$ cat src/rtl/gp_pkg.sv
// Shared definitions for the graphics-primitive (GP) command path: field widths,
// opcodes, screen limits and the arbiter state encoding.
package gp_pkg;

    localparam int X_W   = 10;
    localparam int Y_W   = 9;
    localparam int ARG_W = 12;
    localparam int ID_W  = 3;

    localparam logic GP_FILL  = 1'b0;
    localparam logic GP_FRAME = 1'b1;

    localparam logic [X_W-1:0] SCREEN_X_MAX = 10'd639;
    localparam logic [Y_W-1:0] SCREEN_Y_MAX = 9'd479;

    typedef enum logic [1:0] {
        ARB_IDLE    = 2'd0,
        ARB_ISSUE   = 2'd1,
        ARB_RELEASE = 2'd2
    } arb_state_t;

endpackage

$ cat src/rtl/gp_arbiter_rr_pick.sv
// Combinational rotating-priority picker: the first requester found searching
// upward from last+1 (wrapping at NREQ-1) wins.
module rr_pick
    import gp_pkg::*;
#(
    parameter int NREQ = 3
) (
    input  logic [NREQ-1:0] req,
    input  logic [ID_W-1:0] last,
    output logic [ID_W-1:0] winner,
    output logic            any
);

    localparam int SW = ID_W + 1;

    logic [ID_W-1:0] cand [NREQ];
    logic [NREQ-1:0] cand_hit;

    generate
        for (genvar gi = 0; gi < NREQ; gi++) begin : g_cand
            logic [SW-1:0] sum;
            // last never exceeds NREQ-1, so one conditional subtract is a full modulo
            assign sum = {1'b0, last} + SW'(gi + 1);
            assign cand[gi] = (sum >= SW'(NREQ)) ? ID_W'(sum - SW'(NREQ)) : ID_W'(sum);

            always_comb begin
                cand_hit[gi] = 1'b0;
                for (int j = 0; j < NREQ; j++) begin
                    if (cand[gi] == ID_W'(j)) begin
                        cand_hit[gi] = req[j];
                    end
                end
            end
        end
    endgenerate

    always_comb begin
        winner = '0;
        any    = 1'b0;
        for (int i = NREQ - 1; i >= 0; i--) begin
            if (cand_hit[i]) begin
                winner = cand[i];
                any    = 1'b1;
            end
        end
    end

endmodule

$ cat src/rtl/gp_arbiter.sv
// Round-robin arbiter sharing one GP engine among NREQ command sources.
// Optional command watchdog enabled by defining GP_ARB_TIMEOUT_EN.
module gp_arbiter
    import gp_pkg::*;
#(
    parameter int          NREQ    = 3,
    parameter logic [19:0] TIMEOUT = 20'hFFFFF
) (
    input  logic                  clk,
    input  logic                  rst_n,
    input  logic [NREQ-1:0]       req,
    input  logic [NREQ-1:0]       req_opcode,
    input  logic [NREQ*X_W-1:0]   req_tl_x,
    input  logic [NREQ*Y_W-1:0]   req_tl_y,
    input  logic [NREQ*X_W-1:0]   req_br_x,
    input  logic [NREQ*Y_W-1:0]   req_br_y,
    input  logic [NREQ*ARG_W-1:0] req_arg,
    output logic [NREQ-1:0]       ack,
    output logic                  busy,
    output logic [ID_W-1:0]       grant_id,
    output logic                  gp_en,
    output logic                  gp_opcode,
    output logic [X_W-1:0]        gp_tl_x,
    output logic [Y_W-1:0]        gp_tl_y,
    output logic [X_W-1:0]        gp_br_x,
    output logic [Y_W-1:0]        gp_br_y,
    output logic [ARG_W-1:0]      gp_arg,
    input  logic                  gp_finish,
    output logic                  timeout_err
);

    arb_state_t       state_reg, state_next;
    logic [ID_W-1:0]  last_reg, last_next;
    logic [ID_W-1:0]  grant_reg, grant_next;
    logic             en_reg, en_next;
    logic [NREQ-1:0]  ack_reg, ack_next;
    logic             terr_reg, terr_next;
    logic             op_reg, op_next;
    logic [X_W-1:0]   tl_x_reg, tl_x_next, br_x_reg, br_x_next;
    logic [Y_W-1:0]   tl_y_reg, tl_y_next, br_y_reg, br_y_next;
    logic [ARG_W-1:0] arg_reg, arg_next;

    logic [ID_W-1:0]  winner;
    logic             any_req;
    logic             tmo_hit;

    logic             sel_op;
    logic [X_W-1:0]   sel_tl_x, sel_br_x;
    logic [Y_W-1:0]   sel_tl_y, sel_br_y;
    logic [ARG_W-1:0] sel_arg;

    rr_pick #(.NREQ(NREQ)) u_pick (
        .req    (req),
        .last   (last_reg),
        .winner (winner),
        .any    (any_req)
    );

    always_comb begin
        sel_op   = 1'b0;
        sel_tl_x = '0;
        sel_tl_y = '0;
        sel_br_x = '0;
        sel_br_y = '0;
        sel_arg  = '0;
        for (int i = 0; i < NREQ; i++) begin
            if (winner == ID_W'(i)) begin
                sel_op   = req_opcode[i];
                sel_tl_x = req_tl_x[i*X_W +: X_W];
                sel_tl_y = req_tl_y[i*Y_W +: Y_W];
                sel_br_x = req_br_x[i*X_W +: X_W];
                sel_br_y = req_br_y[i*Y_W +: Y_W];
                sel_arg  = req_arg[i*ARG_W +: ARG_W];
            end
        end
    end

`ifdef GP_ARB_TIMEOUT_EN
    logic [19:0] cnt_reg, cnt_next;

    // Counter sits at zero outside ISSUE, so every grant starts a fresh count.
    assign cnt_next = (state_reg == ARB_ISSUE) ? cnt_reg + 20'd1 : '0;
    assign tmo_hit  = (state_reg == ARB_ISSUE) && (cnt_reg == TIMEOUT - 20'd1);

    always_ff @(posedge clk or negedge rst_n) begin
        if (!rst_n) begin
            cnt_reg <= '0;
        end else begin
            cnt_reg <= cnt_next;
        end
    end
`else
    assign tmo_hit = 1'b0;
`endif

    always_comb begin
        state_next = state_reg;
        last_next  = last_reg;
        grant_next = grant_reg;
        en_next    = en_reg;
        ack_next   = '0;
        terr_next  = 1'b0;
        op_next    = op_reg;
        tl_x_next  = tl_x_reg;
        tl_y_next  = tl_y_reg;
        br_x_next  = br_x_reg;
        br_y_next  = br_y_reg;
        arg_next   = arg_reg;
        case (state_reg)
            ARB_IDLE: begin
                if (any_req) begin
                    op_next    = sel_op;
                    tl_x_next  = sel_tl_x;
                    tl_y_next  = sel_tl_y;
                    br_x_next  = sel_br_x;
                    br_y_next  = sel_br_y;
                    arg_next   = sel_arg;
                    grant_next = winner;
                    last_next  = winner;
                    en_next    = 1'b1;
                    state_next = ARB_ISSUE;
                end
            end
            ARB_ISSUE: begin
                if (gp_finish || tmo_hit) begin
                    en_next    = 1'b0;
                    ack_next   = {{(NREQ-1){1'b0}}, 1'b1} << grant_reg;
                    terr_next  = !gp_finish;
                    state_next = ARB_RELEASE;
                end
            end
            ARB_RELEASE: begin
                en_next = 1'b0;
                if (!gp_finish) begin
                    state_next = ARB_IDLE;
                end
            end
            default: begin
                en_next    = 1'b0;
                state_next = ARB_IDLE;
            end
        endcase
    end

    always_ff @(posedge clk or negedge rst_n) begin
        if (!rst_n) begin
            state_reg <= ARB_IDLE;
            last_reg  <= ID_W'(NREQ - 1);
            grant_reg <= '0;
            en_reg    <= 1'b0;
            ack_reg   <= '0;
            terr_reg  <= 1'b0;
            op_reg    <= 1'b0;
            tl_x_reg  <= '0;
            tl_y_reg  <= '0;
            br_x_reg  <= '0;
            br_y_reg  <= '0;
            arg_reg   <= '0;
        end else begin
            state_reg <= state_next;
            last_reg  <= last_next;
            grant_reg <= grant_next;
            en_reg    <= en_next;
            ack_reg   <= ack_next;
            terr_reg  <= terr_next;
            op_reg    <= op_next;
            tl_x_reg  <= tl_x_next;
            tl_y_reg  <= tl_y_next;
            br_x_reg  <= br_x_next;
            br_y_reg  <= br_y_next;
            arg_reg   <= arg_next;
        end
    end

    assign busy        = (state_reg != ARB_IDLE);
    assign grant_id    = grant_reg;
    assign gp_en       = en_reg;
    assign ack         = ack_reg;
    assign timeout_err = terr_reg;
    assign gp_opcode   = op_reg;
    assign gp_tl_x     = tl_x_reg;
    assign gp_tl_y     = tl_y_reg;
    assign gp_br_x     = br_x_reg;
    assign gp_br_y     = br_y_reg;
    assign gp_arg      = arg_reg;

endmodule

$ cat config.mk
export PLATFORM = sky130hd
export DESIGN_NAME = gp_arbiter
export DESIGN_NICKNAME = d
export VERILOG_FILES = /design/src/rtl/gp_pkg.sv /design/src/rtl/gp_arbiter_rr_pick.sv /design/src/rtl/gp_arbiter.sv
export SDC_FILE = /design/constraint.sdc
export NUM_CORES = 1
export LEC_CHECK = 0
export ABC_CLOCK_PERIOD_IN_PS = 4200
export CAP_MARGIN = 20
export CORE_MARGIN = 8
export CORE_UTILIZATION = 40
export CTS_CLUSTER_DIAMETER = 150
export DETAILED_ROUTE_END_ITERATION = 8
export PLACE_DENSITY = 0.84
export SLEW_MARGIN = 5
export SYNTH_ARGS = -nofsm -noshare
export SYNTH_HDL_FRONTEND = slang
export SYNTH_SLANG_ARGS = --single-unit
$ cat constraint.sdc
create_clock -name clk -period 4.2 [get_ports clk]
set_clock_uncertainty 0.2 [all_clocks]
set_input_delay 0.84 -clock clk [delete_from_list [all_inputs] [get_ports clk]]
set_output_delay 0.84 -clock clk [all_outputs]
set_load 0.05 [all_outputs]
=== Yosys cells after proc, flatten, opt, wreduce, memory -nomap -nowiden ===
Cells that the tools add are included.

* Add/subtract/negate cells: 6
* $lt $le $gt $ge: 3
* Eq/ne operators: 13
* Shift operators: 1
* Muxes and demuxes: 47
* Reduce and logical (&&, ||, !) cells: 10

{| class="wikitable"
|+ Operators by type and width
! cell !! number
|-
| 2-to-1 mux 10 bit || 6
|-
| 2-to-1 mux 9 bit || 6
|-
| 2-to-1 mux 12 bit || 3
|-
| 2-to-1 mux 3 bit || 8
|-
| 2-to-1 mux 1 bit || 19
|-
| equality test 3 x 1 -> 1 bit, second input constant || 4
|-
| equality test 3 x 2 -> 1 bit, second input constant || 4
|-
| greater-or-equal comparator 4 x 2 -> 1 bit, second input constant || 3
|-
| logical NOT 3 bit || 4
|-
| subtractor 3 x 2 -> 3 bit, second input constant || 3
|-
| adder 3 x 2 -> 4 bit, second input constant || 2
|-
| 2-to-1 mux 2 bit || 3
|-
| inequality test 2 bit, second input constant || 3
|-
| case mux 2 bit (3 select lines) || 1
|-
| adder 3 x 1 -> 4 bit, second input constant || 1
|-
| AND reduction 2 bit || 2
|-
| AND reduction 3 bit || 1
|-
| left shift 1 x 3 -> 3 bit, first input constant || 1
|-
| equality test 2 x 1 -> 1 bit, second input constant || 1
|-
| equality test 2 bit, second input constant || 1
|-
| logical NOT 2 bit || 1
|-
| case mux 1 bit (2 select lines) || 1
|-
| nonzero test 2 bit || 1
|-
| logical NOT 1 bit || 1
|}

* Bits in registers: 64
* Bits of input ports: 159
* Output and inout bits: 60
* Logic and storage cells: 92

=== Depth between registers and ports, before layout ===
Gate-level depths: netlist of the first run.

* Word-level depth: 14
* Mapped depth: 14
* Gate-level depth less buffers: 10

=== Cells and area by module ===
From an unflattened synthesis of the first run, not the netlist that was laid out.

* Cell total of the unflattened synthesis: 464
* Area total of the unflattened synthesis: 4171.5 sq um

{| class="wikitable"
|+ Modules (own cells, without submodules)
! module !! instances !! cells each !! area an instance (sq um) !! seq. area each (sq um)
|-
| gp_arbiter || 1 || 381 || 3565.9 || 1527.7
|-
| rr_pick || 1 || 83 || 605.6 || 0.0
|}

=== Worst setup path before layout of the first run ===
Ideal clock, no wire load.

* Path type: register to register
* From: register last_reg[0]
* To: register arg_reg[10] (netlist: gp_arg[10])
* Setup time: 0.126 ns
* Arrival: 2.842 ns
* Required time: 3.874 ns
* Setup slack: 1.032 ns
* Stages on the path, launching flop included: 13
* Path buffers: 3
* Clock period less this slack: 3.168 ns
* Cell sequence: dfrtp_1 -> buf_4 -> inv_1 -> ha_1 -> buf_2 -> nand3b_1 -> o211ai_1 -> o31ai_1 -> nand4b_2 -> nand2_4 -> buf_6 -> mux2_4 -> a221o_1

* Longest elaborated chain between the ends: 14
* Elaborated cells between the ends (all ways): 43
* Classes of those cells: add/sub: 6; order compare: 3; eq/ne: 8; mux: 21; reduce/logical: 5

{| class="wikitable"
|+ Ends and longest elaborated chain
! what !! RTL line !! source
|-
| start, declared || gp_arbiter.sv:33 || <nowiki>logic [ID_W-1:0] last_reg, last_next;</nowiki>
|-
| start signal, assigned || gp_arbiter.sv:148 || <nowiki>last_reg <= ID_W'(NREQ - 1);</nowiki>
|-
| start signal, assigned || gp_arbiter.sv:161 || <nowiki>last_reg <= last_next;</nowiki>
|-
| adder 3 x 2 -> 4 bit || gp_arbiter_rr_pick.sv:23 || <nowiki>assign sum = {1'b0, last} + SW'(gi + 1);</nowiki>
|-
| greater-or-equal comparator 4 x 2 -> 1 bit / subtractor 3 x 2 -> 3 bit (equally long branches) || gp_arbiter_rr_pick.sv:24 || <nowiki>assign cand[gi] = (sum >= SW'(NREQ)) ? ID_W'(sum - SW'(NREQ)) : ID_W'(sum);</nowiki>
|-
| 2-to-1 mux 3 bit || gp_arbiter_rr_pick.sv:24 ||
|-
| logical NOT 3 bit || gp_arbiter_rr_pick.sv:29 || <nowiki>if (cand[gi] == ID_W'(j)) begin</nowiki>
|-
| 2-to-1 mux 1 bit (3 in a row) || gp_arbiter_rr_pick.sv:29 ||
|-
| 2-to-1 mux 3 bit (3 in a row) || gp_arbiter_rr_pick.sv:41 || <nowiki>if (cand_hit[i]) begin</nowiki>
|-
| logical NOT 3 bit || gp_arbiter.sv:67 || <nowiki>if (winner == ID_W'(i)) begin</nowiki>
|-
| 2-to-1 mux 12 bit (3 in a row) || gp_arbiter.sv:67 ||
|-
| end signal, assigned || gp_arbiter.sv:171 || <nowiki>arg_reg <= arg_next;</nowiki>
|-
| end, declared || gp_arbiter.sv:41 || <nowiki>logic [ARG_W-1:0] arg_reg, arg_next;</nowiki>
|}

Parallel ways exist; a longest one is shown, timed or not.
A chain may end at the register's enable or synchronous reset.

=== Worst setup path in the final report of the first run ===
* From: register last_reg[1]
* To: register br_x_reg[8] (netlist: gp_br_x[8])

* Longest elaborated chain between the ends: 14
* Elaborated cells between the ends (all ways): 43
* Classes of those cells: add/sub: 6; order compare: 3; eq/ne: 8; mux: 21; reduce/logical: 5

{| class="wikitable"
|+ Ends and longest elaborated chain
! what !! RTL line !! source
|-
| adder 3 x 2 -> 4 bit || gp_arbiter_rr_pick.sv:23 ||
|-
| greater-or-equal comparator 4 x 2 -> 1 bit / subtractor 3 x 2 -> 3 bit (equally long branches) || gp_arbiter_rr_pick.sv:24 ||
|-
| 2-to-1 mux 3 bit || gp_arbiter_rr_pick.sv:24 ||
|-
| logical NOT 3 bit || gp_arbiter_rr_pick.sv:29 ||
|-
| 2-to-1 mux 1 bit (3 in a row) || gp_arbiter_rr_pick.sv:29 ||
|-
| 2-to-1 mux 3 bit (3 in a row) || gp_arbiter_rr_pick.sv:41 ||
|-
| logical NOT 3 bit || gp_arbiter.sv:67 ||
|-
| 2-to-1 mux 10 bit (3 in a row) || gp_arbiter.sv:67 ||
|-
| end signal, assigned || gp_arbiter.sv:169 || <nowiki>br_x_reg <= br_x_next;</nowiki>
|-
| end, declared || gp_arbiter.sv:39 || <nowiki>logic [X_W-1:0] tl_x_reg, tl_x_next, br_x_reg, br_x_next;</nowiki>
|}

Parallel ways exist; a longest one is shown, timed or not.

==> flow_summary.json, run 1 <==
{
  "timing_worst_slew_pin_value_ns": 0.595,
  "diodes": 0,
  "slew_headroom_pct": 60.3,
  "crit_buf_inv": 2,
  "cts_buffers": 9,
  "htree_num_levels": 3,
  "arrival_ns": 3.84,
  "synth_edf_count": 0,
  "via_count": 4289,
  "fin_crit_ns": 3.81,
  "syn_nets": 628,
  "viasPerCell": 5.34,
  "cp_common_cell": "o31ai_1",
  "wl_per_cell_um": 18.3,
  "portBuffers": 217,
  "setup_viol": 0,
  "syn-cell-area_um2": 3980,
  "crit_required_ns": 4.23,
  "crit_family": "simple AND/OR/NAND/NOR gates",
  "worst_path_largest_cell_delay_ns": 0.59,
  "largest_reg_flops": 12,
  "place_congestion": 0.891,
  "clock_latency_ns": 0.33,
  "dp_hpwl_mm": 11.4,
  "cts_tree": "yes",
  "coreArea_um2": 9730,
  "clkTransAtPathRegs_ns": 0.07,
  "cts-root-buf": "clkbuf_8",
  "drive_above_1_share_pct": 8.06,
  "syn_area_per_cell_um2": 8.64,
  "dp.cells": 788,
  "ys_warn_count": 0,
  "synth_cell_type_count": 53,
  "ys_seq_elements": 61,
  "tns_ns": 0,
  "synth.yosys.seq_area_share_pct": 38.4,
  "synth_ff_type": "dfrtp_1",
  "final_cells": 803,
  "worstPathMaxFanout": 29,
  "yosysTopAreaCellShare_pct": 37.7,
  "remaining_drc_errors": 0,
  "drtPass1Iterations": 4,
  "pin_count": 219,
  "cap_violations": 0,
  "hold_violations": 0,
  "max_freq_mhz": 263,
  "fp.dieW_um": 116,
  "grt_pass1_vias": 4554,
  "cp_slowest_cell": "dfstp_2",
  "grt.total_usage_pct": 21.5,
  "slew_violations": 0,
  "antenna_left": 0,
  "grt_pass1_wl_mm": 22.6,
  "crit_type": "reg -> reg",
  "die-area_um2": 13400,
  "hold_class": "reg -> reg",
  "ctsHoldBuffers": 0,
  "clk_path_buf_depth": 2,
  "grt_antenna_before_repair": 0,
  "async_flop_share_pct": 100,
  "synth_area_leader_cell": "dfrtp_1",
  "utilization_pct": 65.9,
  "drtIter0Drc": 263,
  "synth_common_cells": "nand2_1, nor2_1, dfrtp_1, a211oi_1, o31ai_1",
  "die_height_um": 116,
  "synthCells": 461,
  "cp-end-kind": "register",
  "cts.sinks": 61,
  "rsz0062_at_grt": "false",
  "start_util_pct": 40.9,
  "rows": 36,
  "status": "completed",
  "timing.final.crit_share_pct": 90.6,
  "crit_path_cell_trace": "inv_1 > ha_1 > or2_2 > nor2b_1 > o31ai_1 > nand4b_2 > nand2_4 > buf_4 > a211oi_1 > o31ai_1",
  "synth_area_leaders": "dfrtp_1, nand2_1, nor2_1, a211oi_1, o31ai_1",
  "routed_wl_mm": 14.7,
  "postCtsSetupRepairBufs": 0,
  "cp-start-kind": "register",
  "grt_max_degree": 48,
  "cts_resized": 0,
  "area_growth_syn_to_layout_pct": 61.0,
  "nNetsFinal": 834,
  "overflow": 0
}
[metal layers]
layer  share of wire [%]  vias to the layer above  track usage, %  routed length [um]
li1                    -                     2034               -                   -
met1                  39                     2005            23.6                5780
met2                  48                      207            35.9                7000
met3                 8.8                       43            7.24                1280
met4                 4.1                        0            12.1                 595
met5                   0                        -               0                   0
[cell families (layout without fill, tap and decap cells)]
family,after synthesis,after routing,share of synthesized area (%)
simple gates,213,213,23.7
other cells,1,1,0.0942
fa+ha+maj,8,8,2.51
mux,18,18,5.56
flops,61,61,38.4
compound gates,113,113,22.2
buf+inv,43,252,6.03
xor+xnor,4,4,1.54
[worst paths after layout]
check	from	end	slack, ns	cells after the start
worst max register to register	last_reg[1]	gp_br_x[8]	0.39	10
max in group asynchronous	rst_n	gp_br_y[8]	2.69	3
min in group asynchronous	rst_n	gp_br_x[5]	0.30	1
worst min-delay path	gp_br_x[5]	gp_br_x[5]	0.28	2
worst max-delay path	last_reg[1]	gp_br_x[8]	0.39	10
worst min register to register	gp_br_x[5]	gp_br_x[5]	0.28	2
[per-stage QoR]
step	area (um^2)	hold WS [ns]	setup slack, ns
floorplan	3980	0.336	1.03
global placement	6240	0.259	0.478
detailed placement	6240	0.265	0.328
CTS	6380	0.283	0.396
global route	6410	0.304	0.113
finish	6410	0.282	0.394
[layout make-up]
cell class                 instances  area, um^2
clock inverter                     3        15.0
inverter                           5        18.8
fill                             810        3320
multi-input combinational        357        2240
timing repair buffer             233        2310
sequential                        61        1530
tap                              133         166
clock buffer                      11         131
[worst min-delay path, delay by kind of cell (launching register included)]
family	cells	cell delay, ns
and+or+nand+nor	1	0.05
DFF	1	0.34
AOI/OAI and AO/OA	1	0.05
[placed cells by master (no fill, tap or decap), drive strengths merged, types with 2 or more instances in the layout]
master         netlist  layout
clkdlybuf4s50        0     216
nand2               84      84
nor2                83      83
dfrtp               60      60
a211oi              39      39
o31ai               38      38
buf                 27      17
and2                16      16
mux2                15      15
a221o               13      13
clkbuf              11      11
ha                   8       8
a21oi                6       6
nand2b               6       6
inv                  5       5
nand3                4       4
xnor2                4       4
nand3b               3       3
o31a                 3       3
mux2i                3       3
clkinv               0       3
or2                  3       3
nor4                 2       2
nor3                 2       2
o21ai                2       2
o21a                 2       2
nor3b                2       2
a21o                 2       2
Power of run 1 is left out: the tool's default activity adds up to more than one toggle a clock period on the data nets, which glitch-free logic cannot reach.
==> inputs of run 2 (changes only) <==
- CTS_CLUSTER_SIZE: unset -> 16
==> results of run 2 <==
No change in the layout: final DEF, timing and power equal those of run 1.
Power of run 2 is left out for the same reason.
==> variant 1: new RTL, flow settings as in run 2 <==
Build with the macro `GP_ARB_TIMEOUT_EN` defined.
--- a/src/rtl/gp_arbiter.sv
+++ b/src/rtl/gp_arbiter.sv
@@ -1,4 +1,6 @@
 // Round-robin arbiter sharing one GP engine among NREQ command sources.
 // Optional command watchdog enabled by defining GP_ARB_TIMEOUT_EN.
+`define GP_ARB_TIMEOUT_EN
+
 module gp_arbiter
     import gp_pkg::*;
Formal check against the unedited RTL: same outputs for any inputs over 10 cycles, from zero or initial values and one cycle with rst_n low; that may be too few to reach the edited logic, so the function may still have changed.
==> variant 1 against run 2 <==
- final area rose by 16%
- routed wire length rose by 9.3%
- setup slack improved by 0.21 ns
- sequential cell count rose by 21
- synthesized area rose by 21%
- non-clock buffer count fell by 4
- critical path depth did not move
- sequential share of layout area rose by 3.9 points
- hold slack got worse by 0.071 ns
- count of clock-buffer cells in the layout did not move
- critical path type unchanged
- critical endpoint is now gp_br_y[1]
Power is left out: it rests on default switching activity, and per cell area and clock period it moved more than threefold.
==> variant 1: results (changes against run 2) <==
\begin{tabular}{lr}
\hline
Metric & Value \\
\hline
\multicolumn{2}{l}{\textbf{Placement}} \\
Number of instances in the placed design & 822 (+4.3\%) \\
Post-DP HPWL & 12110 um (+6.5\%) \\
Gpl congestion & 0.8464 (-5.0\%) \\
Placed standard-cell area & 7059 um2 (+13\%) \\
\multicolumn{2}{l}{\textbf{Critical path}} \\
R2R Setup Slk & 0.60 ns (+0.21 ns) \\
WP data arrival & 3.64 ns (-0.20 ns) \\
Slowest stage cell, crit path & ha\_1 \\
Biggest fanout along the worst timing path & 35 (+21\%) \\
Dominant delay contributor by cell family on the critical path & compound AO/OA/AOI/OAI gates \\
\multicolumn{2}{l}{\textbf{Global route}} \\
Wire length of the first global-routing pass & 25360 um (+12\%) \\
GRT Resource Usage Total & 20.05\% (-1.5 points) \\
GR Util met1 & 21.88\% (-1.7 points) \\
Met3 routing resource usage after global routing & 4.972\% (-2.3 points) \\
Global-route track usage on met2 & 36.46\% (+0.58 points) \\
\multicolumn{2}{l}{\textbf{Routing}} \\
Wire length on met3 & 970 um (-24\%) \\
DRT Pass-1 Iters & 5 (+1) \\
Metal2 WL & 8448 um (+21\%) \\
Vias/cell & 5.395 (+1.0\%) \\
Average wire per cell in the routed design & 19.09 um (+4.6\%) \\
\multicolumn{2}{l}{\textbf{Synthesis}} \\
Net count of the mapped netlist & 652 (+3.8\%) \\
Proportion of synthesized chip area in sequential cells & 42.77\% (+4.4 points) \\
Top post-synthesis cells by count & dfrtp\_1 (81), nand3\_1 (62), nand2\_1 (60) \\
Synth area leaders & dfrtp\_1 (42\%), mux2i\_1 (11\%), o211ai\_1 (6.6\%) \\
Number of instances in the synthesized netlist & 483 (+4.8\%) \\
\multicolumn{2}{l}{\textbf{Run status}} \\
Run status & complete, no violations \\
\multicolumn{2}{l}{\textbf{Finish}} \\
Proportion of layout cells with a drive suffix above 1 & 7.514\% (-0.55 points) \\
Net count of the finished layout & 856 (+2.6\%) \\
\multicolumn{2}{l}{\textbf{STA}} \\
Fin crit period & 3.595 ns (-0.2108 ns) \\
\hline
\end{tabular}
-- variant 1: cell count changes after synthesis, sizes merged, moves of 37 or more --
cell | before | now
mux2i | 3 | 52
a211oi | 39 | 1
o211ai | 1 | 53
nand3 | 4 | 62
nor2 | 83 | 31
o31ai | 38 | 1
-- variant 1: cells by family (layout without fill, tap and decap cells) --
family                     after synthesis  in the layout  share of synthesized area [%]
AOI/OAI and AO/OA                       82             82                          14.65
xor gates and xnor gates                23             23                          4.353
adders and majority gates               10             10                          2.606
buffers and inverters                   44            253                          5.343
DFF                                     82             82                          42.77
muxes                                   54             54                          11.39
and+or+nand+nor                        188            188                          18.90
-- variant 1: final cells by class --
cell class | count | area [um2]
fillers | 957 | 4454
multi-input cells | 357 | 2512
well taps | 147 | 183.9
clock inverters | 5 | 77.57
repair buffers | 229 | 2307
inverters | 8 | 30.03
clock buffers | 11 | 242.7
flip-flops and latches | 82 | 2053
==> variant 2: new RTL, settings of run 2 <==
Without the edit above. The 3 states of `arb_state_t` get a one-hot encoding in 3 bits.
--- a/src/rtl/gp_pkg.sv
+++ b/src/rtl/gp_pkg.sv
@@ -14,8 +14,8 @@
     localparam logic [Y_W-1:0] SCREEN_Y_MAX = 9'd479;
 
-    typedef enum logic [1:0] {
-        ARB_IDLE    = 2'd0,
-        ARB_ISSUE   = 2'd1,
-        ARB_RELEASE = 2'd2
+    typedef enum logic [2:0] {
+        ARB_IDLE    = 3'b001,
+        ARB_ISSUE   = 3'b010,
+        ARB_RELEASE = 3'b100
     } arb_state_t;
 
Behaviour: no difference found for any inputs over 10 cycles, from zero or initial values and one cycle with rst_n low; not proved beyond that.
==> variant 2 against run 2 <==
- die area increased by 3.4%
- synthesized cell count decreased by 13%
- hold slack improved by 0.0071 ns
- routed wire length fell by 0.29%
- final area grew 1.4%
- synthesized area increased by 4.0%
- setup slack gained 0.23 ns
- via count down 6.8%
- sequential cell count increased by 1
- critical path depth unchanged
- largest cell class unchanged
==> variant 2: results (changes against run 2) <==
\begin{tabular}{lr}
\hline
Metric & Value \\
\hline
\multicolumn{2}{l}{\textbf{Power and ir drop}} \\
Internal power component & 3120 uW \\
Power dissipated in combinational cells & 5260 uW \\
Leakage power & 0.002902 uW \\
Seq pwr & 1100 uW \\
Clock-net power & between 400 and 500 uW \\
\multicolumn{2}{l}{\textbf{Synthesis}} \\
Most frequent cell after synthesis & nand2\_1 \\
Syn. warnings & 0 (unchanged) \\
Main synth FF type & dfrtp\_1 \\
Count of different cell masters after synthesis & 50 (-5.7\%) \\
Proportion of synthesized chip area in sequential cells & 37.53\% (-0.83 points) \\
Top post-synthesis cells by count & nand2\_1 (61), dfrtp\_1 (60), mux2i\_1 (54), nand3\_1 (54), o211ai\_2 (50) \\
Ys async rst share & 100.0\% (unchanged) \\
Net count of the mapped netlist & 566 (-9.9\%) \\
Number of instances in the synthesized netlist & 399 (-13\%) \\
Synth area leaders & dfrtp\_1 (36\%), o211ai\_2 (15\%), mux2i\_1 (13\%) \\
\multicolumn{2}{l}{\textbf{Hold path}} \\
Class of the tightest hold or removal check & reg2reg \\
\multicolumn{2}{l}{\textbf{CTS}} \\
Resized cells post-CTS & 0 (unchanged) \\
Clock input transition at the sequential cells of the worst setup and hold paths & 0.07 ns (about the same) \\
Post-CTS setup repair buffer count & 0 (unchanged) \\
Maximum buffer depth of the clock tree & 2 (unchanged) \\
Number of H-tree branching levels & 3 (unchanged) \\
\multicolumn{2}{l}{\textbf{Critical path}} \\
WP data arrival & 3.57 ns (-0.27 ns) \\
Biggest fanout along the worst timing path & 31 (+6.9\%) \\
\multicolumn{2}{l}{\textbf{Global route}} \\
Via count of the first global-routing pass & 4468 (-1.9\%) \\
Initial antenna violation count & 0 (unchanged) \\
Wire length of the first global-routing pass & 23720 um (+5.1\%) \\
Pin count of the biggest net entering global routing & 32 (-33\%) \\
GRT Resource Usage Total & 20.96\% (-0.58 points) \\
\multicolumn{2}{l}{\textbf{Run status}} \\
Run status & complete, no violations \\
\multicolumn{2}{l}{\textbf{Placement}} \\
Pre-CTS worst setup slack & 0.5994 ns (+0.2717 ns) \\
Number of instances in the placed design & 733 (-7.0\%) \\
Gpl congestion & 0.8663 (-2.7\%) \\
Placed standard-cell area & 6337 um2 (+1.6\%) \\
Post-DP HPWL & 11470 um (+0.86\%) \\
\multicolumn{2}{l}{\textbf{Finish}} \\
Count of inserted antenna diode cells & 0 (unchanged) \\
Proportion of layout cells with a drive suffix above 1 & 15.01\% (+6.9 points) \\
Number of flip-flops in the largest register & 12 (unchanged) \\
Net count of the finished layout & 775 (-7.1\%) \\
Count of filler cells inserted in the layout & 819 (+1.1\%) \\
\multicolumn{2}{l}{\textbf{Routing}} \\
Number of DRC violations after detailed-routing iteration 0 & 208 (-21\%) \\
Via Count & 3996 (-6.8\%) \\
WL final & 14610 um (-0.29\%) \\
DRT Pass-1 Iters & 4 (unchanged) \\
Vias/cell & 5.335 (-0.11\%) \\
\multicolumn{2}{l}{\textbf{STA}} \\
Slew @ Worst Pin & 0.6138 ns (+0.01834 ns) \\
\hline
\end{tabular}
[variant 2: critical path: stages, from the launching register on]
cell	delay, ns
dfstp_2	0.58
inv_1	0.13
ha_1	0.49
mux2i_1	0.21
or3b_1	0.43
a31o_1	0.23
a21o_1	0.19
nand2_2	0.07
buf_4	0.47
mux2i_1	0.31
o211ai_2	0.10
[variant 2: logic make-up after synthesis]
family	synth area share, %
other cells	0.09057
xor+xnor	1.662
fa+ha+maj	2.418
flops	37.53
simple gates	17.07
buf+inv	7.374
mux	13.06
compound gates	20.79
[variant 2: layout make-up]
type | count | area (um2) | area share (%)
Tap cell | 136 | 170.2 | 2.618
Timing Repair Buffer | 231 | 2297 | 35.34
Clock buffer | 14 | 152.6 | 2.348
Multi-Input combinational cell | 296 | 2283 | 35.13
Sequential cell | 62 | 1554 | 23.91
Inverter | 8 | 32.53 | 0.5005
Clock inverter | 2 | 10.01 | 0.1540
[variant 2: final timing paths]
check | start | to | slack [ns] | cells past startpoint
worst max register to register | last_reg[1] | gp_tl_x[6] | 0.63 | 10
worst min-delay path | gp_br_x[1] | gp_br_x[1] | 0.29 | 2
worst max-delay path | last_reg[1] | gp_tl_x[6] | 0.63 | 10
min in group asynchronous | rst_n | gp_tl_y[3] | 0.31 | 1
worst min register to register | gp_br_x[1] | gp_br_x[1] | 0.29 | 2
max in group asynchronous | rst_n | last_reg[0] | 2.87 | 2
[variant 2: layer usage]
| layer | part of all wire, % | global-route usage (%) | vias up | routed length (um) |
|---|---|---|---|---|
| li1 | - | - | 1857 | - |
| met5 | 0 | 0 | - | 0 |
| met3 | 8.0 | 5.899 | 27 | 1164 |
| met4 | 2.2 | 8.006 | 0 | 327 |
| met2 | 50 | 36.94 | 178 | 7305 |
| met1 | 40 | 23.45 | 1934 | 5816 |
